**src/rtl/run_ctrl_pkg.sv**
```systemverilog
// run_ctrl_pkg
//   Definitions shared by the pipeline run/step sequencer:
//   - STATE_W          : width of the state encoding exported on state_o
//   - state_t          : sequencer states with their fixed encodings
//   - CLEAR_CYCLES_DEF : default length of the latch flush, in cycles
package run_ctrl_pkg;

  localparam int STATE_W          = 3;
  localparam int CLEAR_CYCLES_DEF = 2;

  typedef enum logic [STATE_W-1:0] {
    ST_IDLE  = 3'd0,
    ST_CLEAR = 3'd1,
    ST_PAUSE = 3'd2,
    ST_RUN   = 3'd3,
    ST_STEP  = 3'd4,
    ST_DONE  = 3'd5
  } state_t;

endpackage

```
**src/rtl/sat_counter.sv**
```systemverilog
// sat_counter
//   Up-counter that sticks at all-ones instead of wrapping.
//   Ports:
//     clk   in   clock, updates on posedge
//     rst_n in   asynchronous active-low reset (q -> 0)
//     clr   in   synchronous clear, wins over inc
//     inc   in   add one unless already saturated
//     q     out  W-bit count
module sat_counter #(
  parameter int W = 32
) (
  input  logic         clk,
  input  logic         rst_n,
  input  logic         clr,
  input  logic         inc,
  output logic [W-1:0] q
);

  always_ff @(posedge clk or negedge rst_n) begin
    if (!rst_n) begin
      q <= '0;
    end else if (clr) begin
      q <= '0;
    end else if (inc && (q != '1)) begin
      q <= q + 1'b1;
    end
  end

endmodule

```
**src/rtl/pipeline_run_ctrl.sv**
```systemverilog
// pipeline_run_ctrl
//   Run/step sequencer for the five-stage pipeline. Drives the common stage
//   latch enable (activo) and synchronous latch clear (inicio), and halts when
//   the end-of-program marker finalW reaches writeback.
//   The state register updates on posedge; the pipeline latches sample on
//   negedge, so a command sampled at posedge k takes effect at the latch
//   negedge inside cycle k. All outputs are Moore, decoded from state.
//   Ports:
//     clk         in   pipeline clock
//     inicio_n    in   asynchronous active-low reset
//     cmd_start   in   flush pipeline, then pause
//     cmd_run     in   start or continue free-running
//     cmd_pause   in   stop after the current cycle
//     cmd_step    in   advance exactly one clock
//     finalW      in   end-of-program flag from the MEM/WB latch
//     activo      out  latch enable to all pipeline latches
//     inicio      out  synchronous clear to all pipeline latches
//     running     out  high in RUN
//     done        out  high in DONE
//     state_o     out  current state encoding (debug)
//     cycle_count out  enabled cycles executed since the last flush
//   Optional breakpoint (macro RUN_CTRL_BREAKPOINT_EN) adds:
//     pcF, bp_addr, bp_en in; bp_hit out (sticky)
//   Command priority: cmd_start > finalW > breakpoint > cmd_pause > cmd_run
//   > cmd_step.
module pipeline_run_ctrl
  import run_ctrl_pkg::*;
#(
  parameter int CLEAR_CYCLES = CLEAR_CYCLES_DEF,
  parameter int CNT_W        = 32
) (
  input  logic               clk,
  input  logic               inicio_n,
  input  logic               cmd_start,
  input  logic               cmd_run,
  input  logic               cmd_pause,
  input  logic               cmd_step,
  input  logic               finalW,
`ifdef RUN_CTRL_BREAKPOINT_EN
  input  logic [31:0]        pcF,
  input  logic [31:0]        bp_addr,
  input  logic               bp_en,
  output logic               bp_hit,
`endif
  output logic               activo,
  output logic               inicio,
  output logic               running,
  output logic               done,
  output logic [STATE_W-1:0] state_o,
  output logic [CNT_W-1:0]   cycle_count
);

  // CLEAR lasts CLEAR_CYCLES cycles: the down-counter is loaded with N-1 and
  // the last flush cycle is the one in which it reads zero.
  localparam logic [3:0] CLR_LOAD = 4'(CLEAR_CYCLES - 1);

  state_t     state, next_state;
  logic [3:0] clr_cnt;
  logic       bp_match;

`ifdef RUN_CTRL_BREAKPOINT_EN
  assign bp_match = bp_en && (pcF == bp_addr);
`else
  assign bp_match = 1'b0;
`endif

  // State register
  always_ff @(posedge clk or negedge inicio_n) begin
    if (!inicio_n) begin
      state <= ST_IDLE;
    end else begin
      state <= next_state;
    end
  end

  // Next-state logic. cmd_start leads to CLEAR from every state, including
  // CLEAR itself where it restarts the flush count.
  always_comb begin
    next_state = state;
    case (state)
      ST_IDLE: begin
        if (cmd_start) next_state = ST_CLEAR;
      end
      ST_CLEAR: begin
        if (cmd_start)            next_state = ST_CLEAR;
        else if (clr_cnt == 4'd0) next_state = ST_PAUSE;
      end
      ST_PAUSE: begin
        if (cmd_start)      next_state = ST_CLEAR;
        else if (cmd_pause) next_state = ST_PAUSE;
        else if (cmd_run)   next_state = ST_RUN;
        else if (cmd_step)  next_state = ST_STEP;
      end
      ST_RUN: begin
        if (cmd_start)      next_state = ST_CLEAR;
        else if (finalW)    next_state = ST_DONE;
        else if (bp_match)  next_state = ST_PAUSE;
        else if (cmd_pause) next_state = ST_PAUSE;
      end
      ST_STEP: begin
        // Breakpoint deliberately ignored so the user can step off it.
        if (cmd_start)   next_state = ST_CLEAR;
        else if (finalW) next_state = ST_DONE;
        else             next_state = ST_PAUSE;
      end
      ST_DONE: begin
        if (cmd_start) next_state = ST_CLEAR;
      end
      default: next_state = ST_IDLE;
    endcase
  end

  // Flush-length down-counter; reloaded on every cmd_start since that is
  // always an entry (or re-entry) into CLEAR.
  always_ff @(posedge clk or negedge inicio_n) begin
    if (!inicio_n) begin
      clr_cnt <= 4'd0;
    end else if (cmd_start) begin
      clr_cnt <= CLR_LOAD;
    end else if ((state == ST_CLEAR) && (clr_cnt != 4'd0)) begin
      clr_cnt <= clr_cnt - 4'd1;
    end
  end

  // Moore output decode
  always_comb begin
    activo  = 1'b0;
    inicio  = 1'b0;
    running = 1'b0;
    done    = 1'b0;
    case (state)
      ST_CLEAR: begin
        activo = 1'b1;
        inicio = 1'b1;
      end
      ST_RUN: begin
        activo  = 1'b1;
        running = 1'b1;
      end
      ST_STEP: activo = 1'b1;
      ST_DONE: done   = 1'b1;
      default: ;
    endcase
  end

  assign state_o = state;

  // Every cycle spent in RUN or STEP had activo high, so it is counted at the
  // posedge that closes it. Clearing on cmd_start zeroes the count on the
  // same edge that enters CLEAR.
  sat_counter #(
    .W (CNT_W)
  ) u_cycle_cnt (
    .clk   (clk),
    .rst_n (inicio_n),
    .clr   (cmd_start),
    .inc   ((state == ST_RUN) || (state == ST_STEP)),
    .q     (cycle_count)
  );

`ifdef RUN_CTRL_BREAKPOINT_EN
  // Sticky breakpoint flag: set on the edge that leaves RUN because of the
  // breakpoint, cleared by the next run/step/start command.
  always_ff @(posedge clk or negedge inicio_n) begin
    if (!inicio_n) begin
      bp_hit <= 1'b0;
    end else if ((state == ST_RUN) && !cmd_start && !finalW && bp_match) begin
      bp_hit <= 1'b1;
    end else if (cmd_run || cmd_step || cmd_start) begin
      bp_hit <= 1'b0;
    end
  end
`endif

endmodule

```
**config.mk**
```make
export PLATFORM = sky130hd
export DESIGN_NAME = pipeline_run_ctrl
export DESIGN_NICKNAME = d
export VERILOG_FILES = /design/src/rtl/run_ctrl_pkg.sv /design/src/rtl/sat_counter.sv /design/src/rtl/pipeline_run_ctrl.sv
export SDC_FILE = /design/constraint.sdc
export NUM_CORES = 1
export LEC_CHECK = 0
export BUFFER_PORTS_ARGS = -buffer_cell sky130_fd_sc_hd__buf_2
export CORE_MARGIN = 3
export CORE_UTILIZATION = 31
export DETAILED_ROUTE_END_ITERATION = 6
export PLACE_DENSITY = 0.56
export SLEW_MARGIN = 20
export SYNTH_ARGS = -nofsm -noshare
export SYNTH_HDL_FRONTEND = slang
export SYNTH_SLANG_ARGS = --single-unit
```
**constraint.sdc**
```tcl
create_clock -name clk -period 5.78 [get_ports clk]
set_input_delay 0 -clock clk [delete_from_list [all_inputs] [get_ports clk]]
set_output_delay 0 -clock clk [all_outputs]
set_load 0.01 [all_outputs]
```
* Yosys cells after proc, flatten, opt, wreduce, memory -nomap -nowiden
Index checks and enable logic that the tools add are counted.
Cells by class: add/sub/neg operators 2, reduce and logical (&&, ||, !) cells 11, muxes and demuxes 21, equality and inequality tests 10
Operators by type and width (count):
- 32-bit 2-to-1 mux | 2
- 3-bit 2-to-1 mux | 12
- 32-bit by 1-bit adder with 32-bit output, second input constant | 1
- 32-bit != test, second input constant | 1
- 3-bit one-hot mux with 5 select lines | 1
- 4-bit 2-to-1 mux | 2
- 3-bit by 2-bit == test with 1-bit output, second input constant | 2
- 3-bit == test, second input constant | 2
- 5-bit != test, second input constant | 1
- 4-bit logical NOT | 1
- 1-bit 2-to-1 mux | 4
- 4-bit != test, second input constant | 1
- 4-bit AND reduction | 1
- 2-bit nonzero test | 2
- 4-bit nonzero test | 1
- 4-bit by 1-bit subtractor with 4-bit output, second input constant | 1
- 3-bit by 1-bit == test with 1-bit output, second input constant | 1
- 3-bit logical NOT | 1
- 3-bit != test, second input constant | 1
- 3-bit OR reduction | 1
- 1-bit logical AND | 2
- 2-bit by 1-bit != test with 1-bit output, second input constant | 1
- 2-bit OR reduction | 1
- 1-bit logical OR | 1
Word-level totals: bits of input ports 7, output and inout bits 39, logic and storage cells 47, flip-flop bits (word level) 39

* Depth between registers and ports, before layout
word-level depth 5, mapped depth 7

* Hierarchy
Synthesis repeated with hierarchy kept, for this count alone.
Second synthesis, totals: cells, all modules 261, area, all modules 2422.3 sq um
Modules (own cells, without submodules):
- sat_counter | times used 1, cells an instance 198, area each 1854.3 sq um
- pipeline_run_ctrl | times used 1, cells an instance 63, area each 568.0 sq um

* Worst setup path before layout
Ideal clock, no wire load.
kind register to register, start register u_cycle_cnt.q[12], end register u_cycle_cnt.q[31], library setup time 0.078 ns, stages on the path, launching flop included 7, slack 3.607 ns, clock period less this slack 2.173 ns, arrival 2.095 ns, cells stage by stage dfrtp_1 -> nand4_4 -> or4_4 -> buf_6 -> a2111oi_4 -> or3b_1 -> a21oi_1
On the way: longest elaborated chain between the ends 3, elaborated cells between the ends (all ways) 6, classes of those cells add/sub (1); eq/ne (1); mux (2); reduce/logical (2)
Ends and longest elaborated chain:
- start, declared | RTL line sat_counter.sv:16 | output logic [W-1:0] q
- start signal, assigned | RTL line sat_counter.sv:25 | q <= q + 1'b1;
- 32-bit by 1-bit adder with 32-bit output / 32-bit != test (equally long branches) | RTL line sat_counter.sv:25, sat_counter.sv:24
- 32-bit 2-to-1 mux / 1-bit logical AND (equally long branches) | RTL line sat_counter.sv:24 | end else if (inc && (q != '1)) begin
- 32-bit 2-to-1 mux / 2-bit nonzero test (equally long branches)
Parallel ways exist; a longest one is shown, timed or not. The select of a mux whose other input is x is not followed. A chain may end at the register's enable or synchronous reset.

* Final worst setup path
start register u_cycle_cnt.q[0], end register u_cycle_cnt.q[26]
The elaborated chain is that of the path after synthesis.

==> metrics.md <==
| Metric | Value |
|---|---|
| Number of port buffers | `45` |
| Max_cap viols | `0` |
| Post-synth EDFFs | `0` |
| Static Leak | `1.14 nW` |
| WL/cell | `14.4 um` |
| Resized cells post-CTS | `0` |
| Finished Layout Cells | `408` |
| Pins Over Slew Limit | `0` |
| Setup WS pre-CTS | `3.10 ns` |
| Final Core Density | `0.379` |
| Tcrit/Tclk final | `0.471` |
| Worst-Skew Late Latency | `between 0.2 and 0.3 ns` |
| Via/cell ratio | `about 5.2` |
| Core ar. | `about 0.0073 mm2` |
| Yosys warns | `0` |
| Reg power frac | `0.439` |
| CTS Root Buffer Type | `clkbuf_8` |
| Clock power frac | `0.273` |
| Starting Density | `0.321` |
| Int Pwr | `between 400 and 500 uW` |
| Reg area | `976 um2` |
| H-Tree Depth | `2` |
| Status | `finished clean` |
| Hold Path Class | `input pin to flop` |
| Fmax | `approximately 370 MHz` |
| Worst Setup EP | `u_cycle_cnt.q[26]` |
| Number of global-route vias before repair | `2,011` |
| Syn-to-layout area delta | `18.1%` |
| WP data arrival | `2.92 ns` |
| Final antenna-violating net count | `0` |
| Slew Limit Headroom | `0.356` |
| Number of buffers created by CTS | `5` |
| Post-route setup slack | `3.06 ns` |
| Clk_skew | `around 0.0084 ns` |
| PD cells | `269 mW/mm2` |
| Mean Syn Cell Area | `8.89 um2` |
| TNS Setup | `0 ns` |
| Largest net degree at the start of global routing | `44` |
| Row cnt | `31` |
| DP Wirelength | `4260 um` |
| Clock sink count | `39` |
| # hold bufs at CTS | `1` |
| GR Util All Layers | `0.143` |
| DR iter-0 viols | `111` |
| Worst Path Required | `5.98 ns` |
| Final setup viols | `0` |
| CTS tree | `done` |
| Overall Power | `744 uW` |
| Worst-path clk slew | `0.08 ns` |
| Crit-path max FO | `11` |
| Synth unique cells | `47` |
| Ant diodes | `0` |
| Setup repair after global routing missed its margin | `no` |
| Startpoint types | `flop` |
| Final instance area | `between 0.002 and 0.003 mm2` |
| Crit path launch | `u_cycle_cnt.q[0]` |
| Grt ovf | `0` |
| Part of the power in combinational logic | `0.287` |
| Async SR Flop Fraction | `1.00` |
| R2r startpoint | `u_cycle_cnt.q[0]` |
| Chip height | `just over 90 um` |
| Hold Vio Cnt, Final | `0` |
| I/O Pins | `46` |
| Most common cell after layout, fill and taps aside | `buf_2` |
| First-pass GRT wire length | `10,100 um` |
| R2R Path End | `u_cycle_cnt.q[26]` |
| Die area | `between 0.008 and 0.009 mm2` |
| Syn Std Cell Area | `0.00234 mm2` |
| Final Routed Wirelength | `between 5000 and 6000 um` |
| Maximum VDD drop | `0.0000760 V` |
| Hold WS | `0.0578 ns` |
| Critical path endpoint category | `flop` |
| Antenna violations before repair | `0` |
| Fillers | `789` |
| Cell count after placement | `399` |
| Gpl congestion | `0.801` |
| #FFs+latches synth | `39` |
| Top_reg_cell synth | `dfrtp_1` |
| Cell Area, Placed | `0.00265 mm2` |
| Multi-input logic area | `roughly 0.0013 mm2` |
| R2r worst-path depth | `6` |
| Syn_nets | `273` |
| Reg2reg setup slack | `3.06 ns` |
| Kind of critical path | `flop to flop` |
| CTS max path bufs | `2` |
| Cells after Synth | `263` |
| Net Sw Power | `252 uW` |
| Worst Tran Pin Value | `0.960 ns` |
| Switch share | `0.339` |
| Sequential area share after synthesis | `0.418` |
| TritonRoute pass-1 iters | `4` |
| Setup bufs post-CTS | `0` |
| Drt drc | `0` |
| Layout cells sized above 1 | `0.201` |
| Post-route minimum period | `2.72 ns` |
| Nets | `approximately 320` |
| Vias | `2,140` |
| Chip width | `92.8 um` |
| Commonest cells after routing, fill and taps aside | `buf_2 (45), dfrtp_1 (39), a21oi_1 (31), o21ai_0 (23), nand2_1 (20)` |
[flip-flops by register name, indices dropped and copies added (netlist names)]
| name | cells |
|---|---|
| clr_cnt | 4 |
| state_o | 3 |
| u_cycle_cnt.q | 32 |
[area by class of cell]
type / count / area share
clock buffers: 7 / 0.0349
multi-input cells: 203 / 0.461
clock inverters: 1 / 0.00272
inverters: 13 / 0.0177
flip-flops and latches: 39 / 0.354
well taps: 99 / 0.0449
repair buffers: 46 / 0.0852
[how the worst min path moves through the flow]
stage / cells after the start / end / startpoint
floorplan: 0 / clr_cnt[0] / inicio_n
global placement: 1 / u_cycle_cnt.q[22] / inicio_n
detailed placement: 1 / u_cycle_cnt.q[22] / inicio_n
CTS: 3 / state_o[1] / cmd_step
global route: 3 / state_o[1] / cmd_step
finish: 3 / state_o[1] / cmd_step
[Yosys cell counts (all sizes together) (2+ instances only)]
| cell type | instances | area [um2] |
|---|---|---|
| dfrtp | 39 | 976 |
| a21oi | 31 | 155 |
| o21ai | 23 | 115 |
| nand2 | 20 | 75.1 |
| or3 | 16 | 105 |
| nor2 | 15 | 56.3 |
| inv | 13 | 48.8 |
| nand3 | 10 | 50.1 |
| nand4 | 9 | 71.3 |
| or4 | 9 | 71.3 |
| o31ai | 8 | 73.8 |
| clkbuf | 5 | 18.8 |
| nor3 | 5 | 25.0 |
| nor4 | 5 | 31.3 |
| xnor2 | 5 | 43.8 |
| and2 | 4 | 25.0 |
| or3b | 4 | 35.0 |
| xor2 | 4 | 35.0 |
| and3 | 3 | 18.8 |
| buf | 3 | 21.3 |
| ha | 3 | 37.5 |
| nand2b | 3 | 18.8 |
| nand3b | 3 | 22.5 |
| o2111ai | 3 | 26.3 |
| a31oi | 2 | 12.5 |
| and4 | 2 | 17.5 |
| mux2i | 2 | 20.0 |
[per-layer routing]
layer	GRT usage	vias to the layer above	part of all wire
li1	-	1080	-
met1	0.205	1016	0.50
met2	0.221	38	0.46
met3	0.0227	6	0.029
met4	0.0440	0	0.0090
met5	0	-	0
[critical path, cell delays in order, from the launching register on]
cell and delay (ns):
dfrtp_1 0.41, ha_1 0.28, inv_1 0.14, nor4_1 0.60, o211ai_1 0.51, or4_1 0.54
a21oi_1 0.16
[kinds of logic after synthesis]
kind of cell / synth area share
compound gates: 0.211
mux: 0.00857
fa+ha+maj: 0.0161
simple gates: 0.275
xor+xnor: 0.0337
buf+inv: 0.0380
flops: 0.418
[power by group through the flow]
stage                     clock, mW  sequential (mW)  combinational, mW
final                         0.203            0.327              0.214
after global routing          0.223            0.332              0.243
after CTS                     0.212            0.327              0.217
after detailed placement          0            0.332              0.215
after floorplan                   0            0.329              0.149
after global placement            0            0.332              0.213
(Power assumes the default switching activity.)
